`src/rtl/reg_file_param.sv`:
```
// ---------------------------------------------------------------------------
// reg_file_param
//
// Parametrised CPU register file: one write port, two registered read ports,
// write-first forwarding and a hardware clear sequencer that zeroes the array
// one entry per cycle while BUSY is high.
//
// Ports:
//   CLOCK        in   1           single clock, all state updates on posedge
//   RESET        in   1           synchronous active-low reset
//   IN           in   DATA_WIDTH  write data
//   INADDRESS    in   ADDR_WIDTH  write register number
//   WRITE        in   1           write enable
//   OUT1ADDRESS  in   ADDR_WIDTH  read port 1 register number
//   OUT2ADDRESS  in   ADDR_WIDTH  read port 2 register number
//   OUT1         out  DATA_WIDTH  registered read data, port 1
//   OUT2         out  DATA_WIDTH  registered read data, port 2
//   CLEAR        in   1           request a full-array clear sweep
//   BUSY         out  1           high while the clear sweep is running
//   WR_REJECT    out  1           one-cycle pulse per WRITE dropped while BUSY
//
// Optional build macro:
//   REG_FILE_ZERO_REG_EN  - register 0 is hard-wired to zero; writes to it
//                           are silently discarded.
// ---------------------------------------------------------------------------
module reg_file_param #(
    parameter int DATA_WIDTH = 8,
    parameter int ADDR_WIDTH = 3
) (
    input  logic                  CLOCK,
    input  logic                  RESET,
    input  logic [DATA_WIDTH-1:0] IN,
    input  logic [ADDR_WIDTH-1:0] INADDRESS,
    input  logic                  WRITE,
    input  logic [ADDR_WIDTH-1:0] OUT1ADDRESS,
    input  logic [ADDR_WIDTH-1:0] OUT2ADDRESS,
    output logic [DATA_WIDTH-1:0] OUT1,
    output logic [DATA_WIDTH-1:0] OUT2,
    input  logic                  CLEAR,
    output logic                  BUSY,
    output logic                  WR_REJECT
);

    localparam int DEPTH = 2 ** ADDR_WIDTH;
    localparam logic [ADDR_WIDTH-1:0] LAST_IDX = ADDR_WIDTH'(DEPTH - 1);

    typedef enum logic {
        IDLE  = 1'b0,
        SWEEP = 1'b1
    } state_t;

    state_t                  state_q, state_d;
    logic [ADDR_WIDTH-1:0]   cnt_q, cnt_d;
    logic [DATA_WIDTH-1:0]   regs_q [DEPTH];
    logic [DATA_WIDTH-1:0]   regs_d [DEPTH];
    logic [DATA_WIDTH-1:0]   out1_q, out1_d;
    logic [DATA_WIDTH-1:0]   out2_q, out2_d;
    logic                    wr_reject_q, wr_reject_d;
    logic                    wr_accept;

    // A write only lands while idle; in zero-register builds writes to
    // address 0 are dropped here so they never reach the array or the
    // forwarding path.
    always_comb begin
`ifdef REG_FILE_ZERO_REG_EN
        wr_accept = (state_q == IDLE) && WRITE && (INADDRESS != '0);
`else
        wr_accept = (state_q == IDLE) && WRITE;
`endif
    end

    // Next-state logic. The read data is taken from the *next* array image,
    // which gives write-first forwarding and sweep-clear forwarding for free.
    always_comb begin
        state_d     = state_q;
        cnt_d       = cnt_q;
        regs_d      = regs_q;
        wr_reject_d = 1'b0;

        case (state_q)
            IDLE: begin
                if (wr_accept) begin
                    regs_d[INADDRESS] = IN;
                end
                if (CLEAR) begin
                    state_d = SWEEP;
                    cnt_d   = '0;
                end
            end
            SWEEP: begin
                regs_d[cnt_q] = '0;
                cnt_d         = cnt_q + 1'b1;
                wr_reject_d   = WRITE;
                if (cnt_q == LAST_IDX) begin
                    state_d = IDLE;
                end
            end
            default: begin
                state_d = IDLE;
                cnt_d   = '0;
            end
        endcase

`ifdef REG_FILE_ZERO_REG_EN
        regs_d[0] = '0;
`endif

        out1_d = regs_d[OUT1ADDRESS];
        out2_d = regs_d[OUT2ADDRESS];
    end

    // State registers; reset aborts any sweep in progress.
    always_ff @(posedge CLOCK) begin
        if (!RESET) begin
            state_q     <= IDLE;
            cnt_q       <= '0;
            out1_q      <= '0;
            out2_q      <= '0;
            wr_reject_q <= 1'b0;
            for (int i = 0; i < DEPTH; i++) begin
                regs_q[i] <= '0;
            end
        end else begin
            state_q     <= state_d;
            cnt_q       <= cnt_d;
            out1_q      <= out1_d;
            out2_q      <= out2_d;
            wr_reject_q <= wr_reject_d;
            for (int i = 0; i < DEPTH; i++) begin
                regs_q[i] <= regs_d[i];
            end
        end
    end

    assign OUT1      = out1_q;
    assign OUT2      = out2_q;
    assign BUSY      = (state_q == SWEEP);
    assign WR_REJECT = wr_reject_q;

endmodule

```
`config.mk`:
```
export PLATFORM = sky130hd
export DESIGN_NAME = reg_file_param
export DESIGN_NICKNAME = d
export VERILOG_FILES = /design/src/rtl/reg_file_param.sv
export SDC_FILE = /design/constraint.sdc
export NUM_CORES = 1
export LEC_CHECK = 0
export BUFFER_PORTS_ARGS = -buffer_cell sky130_fd_sc_hd__clkbuf_2
export CORE_MARGIN = 2
export CORE_UTILIZATION = 49
export CTS_CLUSTER_SIZE = 28
export DETAILED_ROUTE_END_ITERATION = 10
export PLACE_DENSITY = 0.64
export SLEW_MARGIN = 10
export SYNTH_ARGS = -nofsm -noshare
export SYNTH_HDL_FRONTEND = slang
export SYNTH_SLANG_ARGS = --single-unit
```
`constraint.sdc`:
```
create_clock -name CLOCK -period 3.94 [get_ports CLOCK]
set_clock_uncertainty 0.05 [all_clocks]
set_input_delay 0.197 -clock CLOCK [delete_from_list [all_inputs] [get_ports CLOCK]]
set_output_delay 0.197 -clock CLOCK [all_outputs]
set_load 0.005 [all_outputs]
```
==> results of run 1 <==
==> flip-flops by register name, indices dropped and copies added (netlist names) <==
signal,flops
WR_REJECT,1
regs_q,64
cnt_q,3
OUT2,8
OUT1,8
BUSY,1
==> metal layers <==
metal,GRT usage [%],up-vias,part of all wire (%)
li1,-,2329,-
met1,43.7,2416,44
met2,44.9,295,44
met3,5.84,34,10
met4,8.81,0,2.3
met5,0,-,0
==> final cells by class <==
class | count | area (sq um)
sequential | 85 | 1700
tap | 136 | 170
clock inverter | 4 | 97.6
multi-input combinational | 457 | 3250
timing repair buffer | 46 | 250
clock buffer | 11 | 131
inverter | 7 | 26.3
fill | 959 | 4690
==> cells by family (layout without fill, tap and decap cells) <==
kind of cell	count (synthesis)	after routing
and+or+nand+nor	219	219
AOI/OAI and AO/OA	191	191
DFF	85	85
buffers and inverters	58	68
muxes	44	44
adders and majority gates	2	2
xor gates and xnor gates	1	1
==> final timing paths <==
check | startpoint | to | slack (ns) | cells after the start
worst max-delay path | cnt_q[1] | OUT1[0] | 1.17 | 5
worst min-delay path | CLEAR | BUSY | 0.11 | 3
worst max register to register | cnt_q[1] | OUT1[0] | 1.17 | 5
worst min register to register | regs_q[31] | regs_q[31] | 0.47 | 2
==> stage by stage <==
stage / worst slack [ns] / hold slack (ns) / util (%)
2_1_floorplan: 1.97 / 0.324 / -
3_3_place_gp: 1.35 / 0.422 / 52.3
3_5_place_dp: 1.27 / 0.432 / 52.3
4_1_cts: 1.24 / 0.109 / 54.5
5_1_grt: 1.04 / 0.151 / 54.5
6_report: 1.17 / 0.114 / 54.5
==> power groups by stage <==
stage | registers (mW) | clock network [mW] | logic (mW)
final | 0.898 | 0.740 | 0.278
after global routing | 0.901 | 0.779 | 0.299
after CTS | 0.897 | 0.748 | 0.272
after detailed placement | 0.917 | 0 | 0.271
after global placement | 0.916 | 0 | 0.267
after floorplan | 0.911 | 0 | 0.185
==> tightest hold or removal path, stage by stage <==
cell	delay, ns
clkbuf_2	0.10
nor2_1	0.13
a211oi_1	0.07
==> cells in the final DEF, fill, tap and decap left out, types with 7 or more instances in the layout <==
cell type	synthesis	final
a211oi_1	7	7
a21oi_1	20	20
a221o_1	15	15
a22oi_1	25	25
a31oi_1	14	14
and2_1	49	49
and3_1	13	13
buf_4	1	8
clkbuf_2	0	38
clkbuf_8	0	9
dfxtp_1	85	84
mux2_2	8	8
mux2i_1	35	35
nand2_1	21	21
nand3_1	8	8
nor2_1	43	43
nor2b_1	9	9
nor3_1	8	8
nor3b_1	16	16
o211ai_1	10	10
o21ai_0	12	12
o22ai_1	10	10
o2bb2ai_1	24	24
or3_1	12	12
==> impl_metrics.ini, run 1 <==
[run_status]
outcome = finished clean

[layout]
antenna_cells = 0
final_layout_size_suffix_gt1_share_pct = 13.4
layout.nets = 629
area_growth_pct = 8.44
fin_cells = 746
finalInstanceArea_sq_um = 5630

[global_route]
grt_pass1_vias = 4731
grtUsageTotal_pct = 30.0
antenna_found_initial = 0
grt_max_degree = 58
grt_first_pass_wirelength_mm = 26.4
globalRoute.totalOverflow = 0

[sta]
fin_crit_ns = 2.77
finalSetupTns_ns = 0
hold_violations = 0
rsz0062_at_grt = no
clock.fmax_ghz = 0.361
slew_headroom_pct = 26.2
slew_viol_final = 0
worstMarginPinSlew_ns = 1.10
finalCritPeriodShare_pct = 70.4
setup_viol = 0

[route]
first_iter_violations = 580
wl_mm = 16.6
drt_first_pass_iters = 5
wl_per_cell_microns = 22.3
vias = 5074
postRouteAntennaNets = 0
vias_per_cell = 6.80
drcViolationCount = 0

[power_and_ir_drop]
power_mw = 1.92
clkPwrFrac_pct = 38.6
p_int_mw = 1.39
pwr-share-comb_pct = 14.5
p_per_area_nw_per_um2 = 340
ir_worst_vdd_mv = 0.240
seq_power_share_pct = 46.9
switching_share_pct = 27.5
p_leak_nw = 2.21
total_switching_power_mw = 0.527

[synthesis]
synth-seq-cells = 85
synthesis.area_sq_um = 5190
synthMuxAreaShare_pct = 8.70
synth_top_family_by_area = compound AO/OA/AOI/OAI gates
synth_compound_area_share_pct = 28.1
seq_area_frac_synth_pct = 32.8
synthTopCellsByCount = 85 x dfxtp_1, 49 x and2_1, 43 x nor2_1
yosysMostFrequentCell = dfxtp_1
synth_area_leaders = dfxtp_1 33%, mux2i_1 6.7%, and2_1 5.9%
syn_area_per_cell_sq_um = 8.65
synth_top_cell_by_area = dfxtp_1
yosysUniqueCellTypes = 69
synth_adder_area_share_pct = 0.482
ys.warnings.count = 0
syn_inst = 600
synth_nets = 623
synth-simple-area-share_pct = 24.9
synth-edff-count = 0
ys.flop_type = dfxtp_1
synthXorXnorAreaFrac_pct = 0.169
ys_async_sr_fraction_pct = 0
netlist.area_leader.share_pct = 32.8

[placement]
dp_hpwl_mm = 11.8
globalplace.congestion = 0.915
port_buffers = 38
post_dp_cell_area_sq_um = 5400
dp_cells = 731

[worst_setup_path]
path_delay_family = compound AO/OA/AOI/OAI gates
crit_slowest_cell = a31oi_1
crit_chain = inv_1 -> a31oi_1 -> a22oi_1 -> a222oi_1 -> a221o_1
cp.required_ns = 4.20
arrival_ns = 3.03
crit_path_max_fanout = 14
cp_slowest_stage_delay_ns = 0.85
cp-start-kind = flip-flop
path_buf_inv = 1
end_kind = flip-flop
path_class = reg2reg

[clocking]
root_buffer = clkbuf_8
numCtsBuffers = 9
numClockSinks = 85
cts.clk_slew.worst_paths_ns = 0.08
clockBufferDepth = 2
postCtsResizedCells = 0
post-cts-setup-buffer-count = 0
hold_buffers = 0
cts_tree = built
ctsHtreeMaxLevel = 3
clock_latency_ns = 0.37

[die]
rows = 37
start_util_pct = 50.3
io_pins = 39
die-height_microns = 107
die_area_sq_um = 11400
fp.dieW_microns = 107
core-area_sq_um = 10300

[min_path]
holdCritPathClass = in2reg

[flow_run]
cap_violations = 0
Power figures use the tool's default switching activity.
==> run 2, diff against run 1 <==
==> constraint.sdc (replaced) <==
create_clock -name CLOCK -period 2.66 [get_ports CLOCK]
set_clock_uncertainty 0.05 [all_clocks]
set_input_delay 0.133 -clock CLOCK [delete_from_list [all_inputs] [get_ports CLOCK]]
set_output_delay 0.133 -clock CLOCK [all_outputs]
set_load 0.005 [all_outputs]
==> run 2 against run 1 <==
Against the previous run: maximum frequency grew 16%; non-clock buffer count increased by 21; die area stayed put; global-route usage up 0.32 points; critical path depth unchanged; via count is 1.8% higher; wire length up 1.2%.
==> impl_metrics.ini, run 2 (synthesized netlist as in run 1, its figures left out) <==
[route]
wl_met1_mm = 7.37
vias_per_cell = 6.73
wl_per_cell_microns = 22.0
first_iter_violations = 528
top_layer_used = met4
vias = 5163
drcViolationCount = 0
dr_wl_met3_mm = 1.62
met2_length_mm = 7.44
drt_first_pass_iters = 5
postRouteAntennaNets = 0
wl_mm = 16.8

[worst_setup_path]
crit_path_max_fanout = 15
arrival_ns = 2.60
path_buf_inv = 0
cp-start-kind = flip-flop
rr_worst_depth = 5
end_kind = flip-flop
crit_chain = or3b_1 -> and2_0 -> a221oi_1 -> o2111ai_1 -> or3_1
cp_slowest_stage_delay_ns = 0.48
worst-path-stages = 5
path_delay_family = simple AND/OR/NAND/NOR gates
crit_slowest_cell = or3b_1
path_class = reg2reg
cp.required_ns = 2.88

[flow_run]
cap_violations = 0

[layout]
seqCellArea_sq_um = 1700
n_fill_cell = 953
regMostFlops = regs_q
final_layout_size_suffix_gt1_share_pct = 16.5
largest_reg_flops = 64
final_common_cell = dfxtp_1
final_cell_mix = 84 x dfxtp_1, 49 x and2_1, 43 x nor2_1
multiInputGateArea_sq_um = 3250
finalInstanceArea_sq_um = 5770
antenna_cells = 0
area_growth_pct = 11.1
layout.nets = 650

[min_path]
hold_depth = 4
holdCritPathClass = in2reg

[clocking]
ctsHtreeMaxLevel = 3
clock_latency_ns = 0.39
numCtsBuffers = 9
postCtsResizedCells = 0
cts_tree = built
root_buffer = clkbuf_8
hold_buffers = 0
post-cts-setup-buffer-count = 0
numClockSinks = 85
clockBufferDepth = 2
cts.clk_slew.worst_paths_ns = 0.09

[die]
start_util_pct = 50.3
die-height_microns = 107
io_pins = 39
fp.dieW_microns = 107
core-area_sq_um = 10300
rows = 37
die_area_sq_um = 11400

[sta]
clock.fmax_ghz = 0.419
slew_headroom_pct = 51.5
hold_violations = 0
worstMarginPinSlew_ns = 0.726
fin_crit_ns = 2.39
rsz0062_at_grt = no
finalSetupTns_ns = 0
slew_viol_final = 0
finalCritPeriodShare_pct = 89.7
setup_viol = 0
fin_ws_ns = 0.275

[global_route]
globalRoute.totalOverflow = 0
grt_first_pass_wirelength_mm = 26.5
antenna_found_initial = 0
grt_max_degree = 30
grtUsageTotal_pct = 30.3
grt_pass1_vias = 4691

[placement]
place_worst_setup_slack_ns = 0.304
post_dp_cell_area_sq_um = 5560
dp_hpwl_mm = 12.5
globalplace.congestion = 0.968
port_buffers = 38

[power_and_ir_drop]
ir_worst_vdd_mv = 0.309
p_leak_nw = 2.30
p_per_area_nw_per_um2 = 485

[run_status]
outcome = finished clean
run 2: cell count changes in the layout (fill, tap and decap cells not counted):
cell        change
buf_4          +21
bufinv_16       -1
clkbuf_1        -1
clkinvlp_4      +1
inv_6           +1
run 2: path summary, 6_finish.rpt:
kind,from,to,slack [ns]
worst max-delay path,cnt_q[2],OUT2[2],0.27
worst min-delay path,CLEAR,cnt_q[1],0.06
worst max register to register,cnt_q[2],OUT2[2],0.27
worst min register to register,regs_q[31],regs_q[31],0.44
run 2: metal layers:
layer	vias to the layer above	track usage, %
met3	43	6.93
met1	2461	42.9
li1	2383	-
met5	-	0
met4	0	11.8
met2	276	44.8
run 2: layout make-up:
cell class              instances  share of cell area [%]
clock inverters                 5                    1.45
inverters                       7                   0.455
clock buffers                  10                    2.21
flip-flops and latches         85                    29.5
multi-input cells             457                    56.3
repair buffers                 67                    7.07
well taps                     136                    2.95
run 2: worst reg2reg max path, cell delays in order, from the launching register on:
cell and delay (ns):
dfxtp_1 0.44, or3b_1 0.48, and2_0 0.32, a221oi_1 0.40, o2111ai_1 0.22, or3_1 0.36
run 2: where the power goes:
| part | internal (mW) | total [mW] | switching, mW |
|---|---|---|---|
| clock network | 0.527 | 1.03 | 0.504 |
| logic | 0.151 | 0.437 | 0.285 |
| registers | 1.31 | 1.33 | 0.0238 |
run 2: through the flow:
stage	total power, mW	hold WS [ns]	instances	utilization [%]
after floorplan	1.62	0.260	600	-
final	2.80	0.0574	767	55.9
after CTS	2.81	0.0479	767	55.9
after global placement	1.77	0.422	752	53.8
after global routing	2.91	0.0948	767	55.9
after detailed placement	1.78	0.427	752	53.8
